## config.mk

```make
export PLATFORM = sky130hd
export DESIGN_NAME = freq_meter
export DESIGN_NICKNAME = d
export VERILOG_FILES = /design/src/rtl/freq_meter.sv
export SDC_FILE = /design/constraint.sdc
export NUM_CORES = 1
export LEC_CHECK = 0
export ABC_AREA = 1
export BUFFER_PORTS_ARGS = -buffer_cell sky130_fd_sc_hd__clkbuf_2
export CAP_MARGIN = 15
export CORE_UTILIZATION = 59
export DETAILED_ROUTE_END_ITERATION = 8
export HOLD_SLACK_MARGIN = 0.05
export PLACE_DENSITY_LB_ADDON = 0.08
export SLEW_MARGIN = 20
export SYNTH_ARGS = -nofsm -noshare
export SYNTH_HDL_FRONTEND = slang
export SYNTH_SLANG_ARGS = --single-unit
```

## constraint.sdc

```tcl
create_clock -name clk -period 2.21 [get_ports clk]
set_input_delay 0.1105 -clock clk [delete_from_list [all_inputs] [get_ports clk]]
set_output_delay 0.1105 -clock clk [all_outputs]
set_load 0.005 [all_outputs]
```

## src/rtl/freq_meter.sv

```systemverilog
// freq_meter: counts rising edges of an asynchronous sig_in over a gate window of GATE_CYCLES clk cycles.
// Define FREQ_METER_CONT_EN for back-to-back continuous measurement; otherwise each start gives one shot.
module freq_meter #(
   parameter int unsigned GATE_CYCLES = 1000,
   parameter int unsigned CNT_W       = 16,
   parameter int unsigned EXP_MIN     = 240,
   parameter int unsigned EXP_MAX     = 260
) (
   input  logic             clk,
   input  logic             rst,
   input  logic             start,
   input  logic             sig_in,
   output logic             busy,
   output logic             done,
   output logic [CNT_W-1:0] count,
   output logic             in_range,
   output logic             overflow
);

   localparam int unsigned      TMR_W    = (GATE_CYCLES > 2) ? $clog2(GATE_CYCLES) : 1;
   localparam logic [TMR_W-1:0] TMR_LAST = TMR_W'(GATE_CYCLES - 1);
   localparam logic [CNT_W-1:0] CNT_MAX  = '1;

   typedef enum logic [1:0] {S_IDLE, S_GATE, S_DONE} state_e;

   state_e           state_q, state_d;
   logic [2:0]       sync_q;
   logic             sig_rise;
   logic [TMR_W-1:0] timer_q, timer_d;
   logic [CNT_W-1:0] cnt_q, cnt_d;
   logic             ovf_q, ovf_d;
   logic             capture;
   logic [63:0]      cnt_ext;
   logic [CNT_W-1:0] count_q;
   logic             in_range_q, overflow_q;

   // sync_q[1:0] is the two-flop synchronizer; sync_q[2] delays stage 2 for rise detection.
   always_ff @(posedge clk or posedge rst) begin
      if (rst) sync_q <= '0;
      else     sync_q <= {sync_q[1:0], sig_in};
   end

   assign sig_rise = sync_q[1] & ~sync_q[2];

   always_comb begin
      // NOTE: every variable gets a default first so no branch can leave it unassigned and infer a latch.
      state_d = state_q;
      timer_d = timer_q;
      cnt_d   = cnt_q;
      ovf_d   = ovf_q;
      capture = 1'b0;
      unique case (state_q)
         S_IDLE: begin
            if (start) begin
               state_d = S_GATE;
               timer_d = '0;
               cnt_d   = '0;
               ovf_d   = 1'b0;
            end
         end
         S_GATE: begin
            timer_d = timer_q + 1'b1;
            if (sig_rise && (cnt_q != CNT_MAX)) cnt_d = cnt_q + 1'b1;
            ovf_d = ovf_q | (cnt_d == CNT_MAX);
            if (timer_q == TMR_LAST) begin
               state_d = S_DONE;
               capture = 1'b1;
            end
         end
         S_DONE: begin
`ifdef FREQ_METER_CONT_EN
            state_d = S_GATE;
            timer_d = '0;
            cnt_d   = '0;
            ovf_d   = 1'b0;
`else
            state_d = S_IDLE;
`endif
         end
         default: state_d = S_IDLE;
      endcase
   end

   assign cnt_ext = 64'(cnt_d);

   // NOTE: sequential state uses non-blocking assignments so every flop samples pre-edge values.
   always_ff @(posedge clk or posedge rst) begin
      if (rst) begin
         state_q <= S_IDLE;
         timer_q <= '0;
         cnt_q   <= '0;
         ovf_q   <= 1'b0;
      end else begin
         state_q <= state_d;
         timer_q <= timer_d;
         cnt_q   <= cnt_d;
         ovf_q   <= ovf_d;
      end
   end

   // Results are taken on the last gate cycle so they are valid together with done.
   always_ff @(posedge clk or posedge rst) begin
      if (rst) begin
         count_q    <= '0;
         in_range_q <= 1'b0;
         overflow_q <= 1'b0;
      end else if (capture) begin
         count_q    <= cnt_d;
         overflow_q <= ovf_d;
         in_range_q <= !ovf_d && (cnt_ext >= 64'(EXP_MIN)) && (cnt_ext <= 64'(EXP_MAX));
      end
   end

   assign busy     = (state_q != S_IDLE);
   assign done     = (state_q == S_DONE);
   assign count    = count_q;
   assign in_range = in_range_q;
   assign overflow = overflow_q;

endmodule

```

Yosys cells after proc, flatten, opt, wreduce, memory -nomap -nowiden
Index checks and enable logic that the tools add are counted.
- flip-flop bits (word level): 50
- bits of input ports: 4
- logic and storage cells: 44
- $add $sub $neg: 2
- magnitude comparators: 2
- equal/unequal tests: 7
- muxes and demuxes: 13
- bitwise logic cells: 3
- reduce and logical (&&, ||, !) cells: 9
- operator list (kind ; number):
    $mux W16 ; 3
    $pmux W16 S2 ; 1
    $pmux W10 S2 ; 1
    $add A16 B1 Y16 const B ; 1
    $eq A16 B16 Y1 const B ; 1
    $ge A16 B8 Y1 const B ; 1
    $le A16 B9 Y1 const B ; 1
    $ne A16 B16 Y1 const B ; 1
    $add A10 B1 Y10 const B ; 1
    $eq A10 B10 Y1 const B ; 1
    $mux W10 ; 1
    $mux W2 ; 2
    $ne A2 B2 Y1 const B ; 2
    $pmux W2 S2 ; 1
    $reduce_and A2 Y1 ; 2
    $reduce_bool A2 Y1 ; 2
    $logic_and A1 B1 Y1 ; 3
    $mux W1 ; 3
    $eq A2 B1 Y1 const B ; 1
    $eq A2 B2 Y1 const B ; 1
    $logic_not A2 Y1 ; 1
    $pmux W1 S2 ; 1
    $and A1 B1 Y1 ; 1
    $logic_not A1 Y1 ; 1
    2 further kinds ; 2

Longest topological paths before layout
Gate-level depths: netlist (run 1).
- depth in word-level cells: 11
- depth in mapped cells: 17
- gate-level depth less buffers: 17

Worst setup path before layout (run 1)
Ideal clock, no wire load.
- path kind: reg-to-reg
- start point: reg cnt_q[0]
- end point: reg in_range_q (netlist: in_range)
- library setup time: 116 ps
- arrival time: 1744 ps
- slack: 350 ps
- cell stages (with the launch flop): 17
- buffers on the path: 0
- path through: dfrtp_1 ha_1 nand3_2 nor2_4 nand2_4 nand2_4 inv_2 nand2_1 nand2_1 nor2_1 nand2_1 nor2_1 nand3_1 nand2_1 nor2_1 nand2_1 nand2_1
- cells in the longest elaborated chain, start to end: 10
- ends and longest elaborated chain (element ; RTL line ; source):
    from (decl) ; 30 ; logic [CNT_W-1:0] cnt_q, cnt_d;
    from (signal assigned) ; 96 ; cnt_q <= cnt_d;
    parallel branches: the longest is 2 deep, another holds $add A16 B1 Y16 ; - ;
    $mux W16 (*) ; 63 ; if (sig_rise && (cnt_q != CNT_MAX)) cnt_d = cnt_q + 1'b1;
    $mux W16 (*) ; 52 ; unique case (state_q)
    $eq A16 B16 Y1 (*) ; 64 ; ovf_d = ovf_q | (cnt_d == CNT_MAX);
    $or A1 B1 Y1 (*) ; 64 ;
    $pmux W1 S2 (*) ; 52 ;
    net ovf_d ; 31 ; logic ovf_q, ovf_d;
    $logic_not A1 Y1 (*) ; 110 ; in_range_q <= !ovf_d && (cnt_ext >= 64'(EXP_MIN)) && (cnt_ext <= 64'(EXP_MAX));
    $logic_and A1 B1 Y1 (*) (2 in series) ; 110 ;
    to (signal assigned) ; 110 ;
    to (decl) ; 35 ; logic in_range_q, overflow_q;
Mark *: on every way through the listed nets, which the timed path passes. The select of a mux whose other input is x is not followed.
A chain may end at the register's enable or synchronous reset.

Worst setup path in the final report (run 1)
- start point: reg cnt_q[1]
- end point: reg in_range_q (netlist: in_range)
- RTL lines (element ; RTL line):
    parallel branches: the longest is 2 deep, another holds $add A16 B1 Y16 ; -
    $mux W16 (*) ; 63
    $mux W16 (*) ; 52
    $pmux W16 S2 (*) ; 52
    net cnt_d[12] ; 30
    $ge A16 B8 Y1 ; 110
    $logic_and A1 B1 Y1 ; 110
    $logic_and A1 B1 Y1 (*) ; 110
Marked as above.

==> flow_summary.json, run 1 <==
{
  "crit_path_kind": "reg -> reg",
  "area_delta_synth_final_pct": 18.3,
  "power-per-cell-area_mw_per_mm2": 1010,
  "synth_top_area_share_pct": 44.0,
  "tritoncts_clock_tree": "done",
  "setup_viol": 0,
  "drc": 1,
  "num_antenna_cells": 0,
  "io_pins": 24,
  "hold_start": "start",
  "first_pass_grt_wire_length_um": 10900,
  "postRouteWirelength_um": 6620,
  "cts.sink_count": 50,
  "wire_per_inst_um": 13.5,
  "timing.critical_path.arrival_ps": 2300,
  "place.gp.congestion": 0.927,
  "cts.root.buffer_cell": "clkbuf_8",
  "synth.yosys.warnings": 0,
  "grt_antenna_before_repair": 0,
  "finalCritPeriodShare_pct": 93.2,
  "initial_core_util_pct": 63.1,
  "synth.lib_cells_used.distinct": 36,
  "synth_sequential_area_ratio_pct": 44.0,
  "postSynthRegisterBits": 50,
  "placement_rows": 24,
  "mappedNetlistArea_mm2": 0.00284,
  "nature_of_the_critical_path_endpoint": "flop",
  "violation_count_after_the_first_detailed_routing_iteration": 192,
  "clockBufferDepth": 2,
  "synth_area_leaders": "dfrtp_1 44%, nand2_1 16%, nor2_1 6.5%, nand3_1 5.8%, inv_1 5.2%",
  "layout.cells.non_filler": 490,
  "maxClockFrequency_mhz": 486,
  "dp_hpwl_um": 4770,
  "worst_pin_slew_ps": 375,
  "result_of_the_run": "finished, violations left",
  "port_buffers": 23,
  "final_period_minus_worst_setup_slack_ps": 2060,
  "gate_count_post_synth": 386,
  "grt_max_degree": 51,
  "relSlewSlack_pct": 74.8,
  "fp.dieArea_mm2": 0.00510,
  "endpoint_of_the_worst_hold_path": "cnt_q[10]$_DFF_PP0_",
  "clock_tree.htree_level_count": 2,
  "hp-class": "in -> reg",
  "finalMaxSlewViolations": 0,
  "via_count_of_the_first_global_routing_pass": 2356,
  "vias": 2637,
  "syn_avg_cell_area_um2": 7.36,
  "firstDrtPassIters": 6,
  "placedCellCount": 470,
  "most_used_standard_cell_by_instance_count_after_synthesis": "nand2_1",
  "drv_cap": 0,
  "failing_checks": "design-rule violations",
  "ys_dominant_reg_cell": "dfrtp_1",
  "finish.instance_area_mm2": 0.00336,
  "startpoint_type": "flop",
  "drive_above_1_share_pct": 22.1,
  "crit_fanout": 3,
  "synth-edff-count": 0,
  "leakage_nw": 1.75,
  "cts-buffers-inserted": 5,
  "vias_per_cell": 5.38,
  "hold_violations": 0,
  "synth_async_sr_flop_share_pct": 100,
  "min_path_cells": 5,
  "clock_insertion_delay_worst_skew_ps": 300,
  "grtUsageTotal_pct": 27.5,
  "r2r-start": "cnt_q[1]$_DFF_PP0_",
  "yosys-top-cells-count": "123 x nand2_1, 50 x dfrtp_1, 49 x nor2_1",
  "grt_overflow": 0,
  "worst_r2r_path_depth": 17,
  "clkTransAtPathRegs_ps": 80,
  "r2r_setup_slack_ps": 150,
  "timing.rr.end": "in_range$_DFFE_PP0P_",
  "die_height_um": 71.4,
  "nNetsFinal": 443,
  "syn_nets": 392,
  "finClkSkew_ps": 9.78,
  "power.ir.vdd_worst_mv": 0.508,
  "core_region_area_mm2": 0.00450,
  "library_cell_with_the_largest_summed_area_after_synthesis": "dfrtp_1",
  "die_width_um": 71.4,
  "cp.required_ps": 2450,
  "ant_nets": 0,
  "placed_area_mm2": 0.00313
}
[registers in the layout, indices dropped and copies added (netlist names)]
register	flops
in_range	1
overflow	1
count	16
timer_q	10
sync_q	3
cnt_q	16
ovf_q	1
state_q	2
[repair_timing]
action                                 in CTS  in global routing
setup endpoints to repair                   0                  2
hold buffers                                2                  0
resized for setup                           0                 13
buffers inserted                            0                 10
endpoints found under the hold margin      51                  0
[cell families after synthesis]
logic type                 synth area share (%)
buffers and inverters                      7.75
xor gates and xnor gates                   2.16
DFF                                        44.0
adders and majority gates                 0.881
AOI/OAI and AO/OA                          8.28
and+or+nand+nor                            36.9
[critical path, cell delays in order, from the launching register on]
cell,delay [ps]
dfrtp_1,400
ha_4,170
nand3_2,130
inv_1,100
nand2_2,80
nor2_2,140
nand2_1,60
nand2_1,50
nand2_1,40
nand2_1,100
nand2_1,110
nor2_2,130
nand2_1,70
nor2_1,90
nand3_1,100
nor2_2,120
nand2_1,60
nand2_1,50
[worst max-delay path by stage]
stage / from / endpoint / slack, ps / cells past startpoint
after global routing: cnt_q[0]$_DFF_PP0_ / in_range$_DFFE_PP0P_ / -20 / 17
after detailed placement: cnt_q[1]$_DFF_PP0_ / in_range$_DFFE_PP0P_ / 60 / 16
after global placement: cnt_q[0]$_DFF_PP0_ / in_range$_DFFE_PP0P_ / 140 / 17
after CTS: cnt_q[1]$_DFF_PP0_ / in_range$_DFFE_PP0P_ / 50 / 15
final: cnt_q[1]$_DFF_PP0_ / in_range$_DFFE_PP0P_ / 150 / 17
after floorplan: cnt_q[0]$_DFF_PP0_ / in_range$_DFFE_PP0P_ / 350 / 16
[cell usage in the layout (no fill, tap or decap), types with 3 or more instances in the layout]
master | Yosys | layout
clkbuf_8 | 0 | 6
nand3_1 | 33 | 32
xor2_1 | 5 | 5
nand4_1 | 5 | 5
dfrtp_1 | 50 | 49
o21ai_2 | 3 | 3
a31oi_1 | 10 | 10
o21ai_0 | 17 | 16
nand2_1 | 123 | 121
nand2_2 | 7 | 9
clkbuf_2 | 0 | 23
nand3_2 | 4 | 5
nand3b_1 | 3 | 3
nor2_1 | 49 | 43
buf_4 | 1 | 26
inv_1 | 39 | 38
inv_2 | 4 | 5
nor2_2 | 3 | 9
[layout make-up]
type	instances	area, µm²
Multi-Input combinational cell	283	1420
Sequential cell	50	1250
Fill cell	349	1140
Timing Repair Buffer	53	370
Inverter	44	165
Clock buffer	7	86.3
Tap cell	52	65.1
Clock inverter	1	5.00
[layer usage]
| layer | vias up | share of wire, % | track usage, % |
|---|---|---|---|
| met3 | 20 | 6.5 | 4.64 |
| met2 | 87 | 43 | 41.5 |
| met1 | 1194 | 47 | 40.1 |
| met5 | - | 0 | 0 |
| li1 | 1336 | - | - |
| met4 | 0 | 2.8 | 10.0 |
[per-stage QoR]
| stage | hold slack (ps) | total power [mW] | utilization [%] | setup TNS (ps) | setup WS (ps) |
|---|---|---|---|---|---|
| after floorplan | 142 | 2.31 | - | 0 | 350 |
| after global placement | 154 | 2.67 | 69.4 | 0 | 143 |
| after detailed placement | 159 | 2.69 | 69.4 | 0 | 62.5 |
| after CTS | 335 | 3.24 | 71.9 | 0 | 52.5 |
| after global routing | 375 | 3.68 | 74.6 | -23.1 | -23.1 |
| final | 344 | 3.41 | 74.6 | 0 | 151 |
[power by group]
group | leakage (nW) | internal [mW] | total [mW] | switching, mW
Combinational | 1.18 | 0.612 | 1.55 | 0.936
Clock | 0.0482 | 0.253 | 0.532 | 0.280
Sequential | 0.520 | 1.11 | 1.33 | 0.220
Total | 1.75 | 1.97 | 3.41 | 1.44
(Power assumes the default switching activity.)
==> run 2: changes to the inputs <==
--- a/config.mk
+++ b/config.mk
@@ -8,7 +8,9 @@
 export ABC_AREA = 1
 export BUFFER_PORTS_ARGS = -buffer_cell sky130_fd_sc_hd__clkbuf_2
 export CAP_MARGIN = 15
-export CORE_UTILIZATION = 59
+export CELL_PAD_IN_SITES_DETAIL_PLACEMENT = 1
+export CELL_PAD_IN_SITES_GLOBAL_PLACEMENT = 1
+export CORE_UTILIZATION = 44
 export DETAILED_ROUTE_END_ITERATION = 8
 export HOLD_SLACK_MARGIN = 0.05
 export PLACE_DENSITY_LB_ADDON = 0.08
==> run 2 against run 1 <==
  * The flow now finishes without violations
  * Critical path depth unchanged
  * Register-to-register slack lost 20 ps
  * Clock skew is essentially flat
==> flow_summary.json, run 2 (synthesis gave the netlist of run 1 again) <==
{
  "result_of_the_run": "complete, no violations",
  "violation_count_after_the_first_detailed_routing_iteration": 146,
  "power-per-cell-area_mw_per_mm2": 1060,
  "tritoncts_clock_tree": "done",
  "relSlewSlack_pct": 56.9,
  "via_count_of_the_first_global_routing_pass": 2639,
  "num_antenna_cells": 0,
  "vias": 2677,
  "power.ir.vdd_worst_mv": 0.576,
  "power.share.sequential_pct": 37.9,
  "clock_insertion_delay_worst_skew_ps": 310,
  "mostFrequentLayoutCells": "122 x nand2_1, 46 x dfrtp_1, 44 x nor2_1, 38 x inv_1, 33 x nand3_1",
  "maxClockFrequency_mhz": 481,
  "first_pass_grt_wire_length_um": 13100,
  "final_period_minus_worst_setup_slack_ps": 2080,
  "clkTransAtPathRegs_ps": 90,
  "layout.cells.most_common": "nand2_1",
  "die_height_um": 82.4,
  "cts-buffers-inserted": 5,
  "ant_nets": 0,
  "fp.dieArea_mm2": 0.00678,
  "grtUsageTotal_pct": 26.2,
  "nFillCells": 787,
  "place.gp.congestion": 0.875,
  "grt_antenna_before_repair": 0,
  "clock_tree.htree_level_count": 2,
  "dp_hpwl_um": 6030,
  "port_buffers": 23,
  "drive_above_1_share_pct": 21.3,
  "core_region_area_mm2": 0.00606,
  "layout.cells.non_filler": 507,
  "startpoint_type": "flop",
  "share_comb_of_total_power_pct": 43.3,
  "placement_rows": 28,
  "crit_fanout": 9,
  "switching_share_pct": 43.1,
  "clockBufferDepth": 2,
  "crit_path_kind": "reg -> reg",
  "clockPowerShare_pct": 18.7,
  "finalMaxSlewViolations": 0,
  "grt_overflow": 0,
  "cts.sink_count": 50,
  "grt_max_degree": 51,
  "leakage_nw": 1.72,
  "hp-class": "in -> reg",
  "net-switching-power_mw": 1.53,
  "drc": 0,
  "power_mw": 3.55,
  "timing.critical_path.arrival_ps": 2290,
  "internal_power_of_the_cells_mw": 2.02,
  "area_delta_synth_final_pct": 17.7,
  "finalCritPeriodShare_pct": 94.1,
  "cp.required_ps": 2420,
  "wire_per_inst_um": 15.9,
  "postRouteWirelength_um": 8050,
  "firstDrtPassIters": 4,
  "cts.root.buffer_cell": "clkbuf_8",
  "nature_of_the_critical_path_endpoint": "flop",
  "finClkSkew_ps": 9.47,
  "nNetsFinal": 438,
  "worst_pin_slew_ps": 647,
  "initial_core_util_pct": 46.9,
  "drv_cap": 0,
  "placedCellCount": 492,
  "setup_viol": 0,
  "die_width_um": 82.4,
  "whs_ps": 317,
  "io_pins": 24,
  "hold_violations": 0,
  "vias_per_cell": 5.28
}
-- run 2: metrics by stage --
stage	util [%]	worst slack (ps)	setup TNS (ps)	instance area [µm²]
detailed placement	51.5	-5.96	-5.96	3120
floorplan	-	350	0	2840
global route	55.2	-48.2	-48.2	3350
global placement	51.5	77.4	0	3120
finish	55.2	129	0	3350
CTS	53.9	33.1	0	3260
-- run 2: per-layer routing --
metal  up-vias  part of all wire, %  global-route usage (%)
met3        10                  3.9                    4.40
met4         0                  1.1                    6.32
met5         -                    0                       0
met2        47                   44                    38.6
met1      1296                   51                    39.6
li1       1324                    -                       -
-- run 2: final timing paths --
kind | depth (start not counted) | slack (ps) | to | from
min in group asynchronous | 4 | 490 | count[14]$_DFFE_PP0P_ | rst
worst min-delay path | 5 | 320 | timer_q[0]$_DFFE_PP0P_ | start
worst max register to register | 17 | 130 | in_range$_DFFE_PP0P_ | cnt_q[4]$_DFF_PP0_
worst max-delay path | 17 | 130 | in_range$_DFFE_PP0P_ | cnt_q[4]$_DFF_PP0_
max in group asynchronous | 4 | 1240 | cnt_q[2]$_DFF_PP0_ | rst
worst min register to register | 0 | 360 | sync_q[1]$_DFF_PP0_ | sync_q[0]$_DFF_PP0_
-- run 2: final cells by class --
| class | count | area, µm² | area share (%) |
|---|---|---|---|
| clock buffers | 6 | 82.6 | 2.47 |
| clock inverters | 1 | 30.0 | 0.898 |
| inverters | 44 | 165 | 4.94 |
| multi-input cells | 284 | 1420 | 42.4 |
| flip-flops and latches | 50 | 1260 | 37.5 |
| well taps | 75 | 93.8 | 2.80 |
| repair buffers | 47 | 300 | 8.98 |
-- run 2: repair_timing --
action / CTS / global route
buffers inserted: 0 / 5
pin swaps: 0 / 5
setup endpoints to repair: 1 / 2
hold buffers: 2 / 0
hold endpoints to repair: 51 / 0
resized for setup: 1 / 13
gates cloned: 0 / 1
-- run 2: power groups by stage --
stage | logic, mW | registers (mW) | clock network (mW)
4_1_cts | 1.46 | 1.33 | 0.681
3_3_place_gp | 1.40 | 1.33 | 0
3_5_place_dp | 1.44 | 1.35 | 0
6_report | 1.54 | 1.35 | 0.665
5_1_grt | 1.74 | 1.37 | 0.710
2_1_floorplan | 1.03 | 1.29 | 0
-- run 2: worst max-delay path, cell delays in order (launching register included) --
cell and delay [ps]:
dfrtp_1 450, nand2_2 90, inv_1 70, nand2_1 90, nor2_4 150, nand2_4 130, nand2_8 120, inv_2 80
nand2_1 100, nand2_1 70, nor2_1 90, nand2_1 60, nor2_1 130, nand3_1 120, nand2_1 100, nor2_1 50
nand2_1 50, nand2_1 40
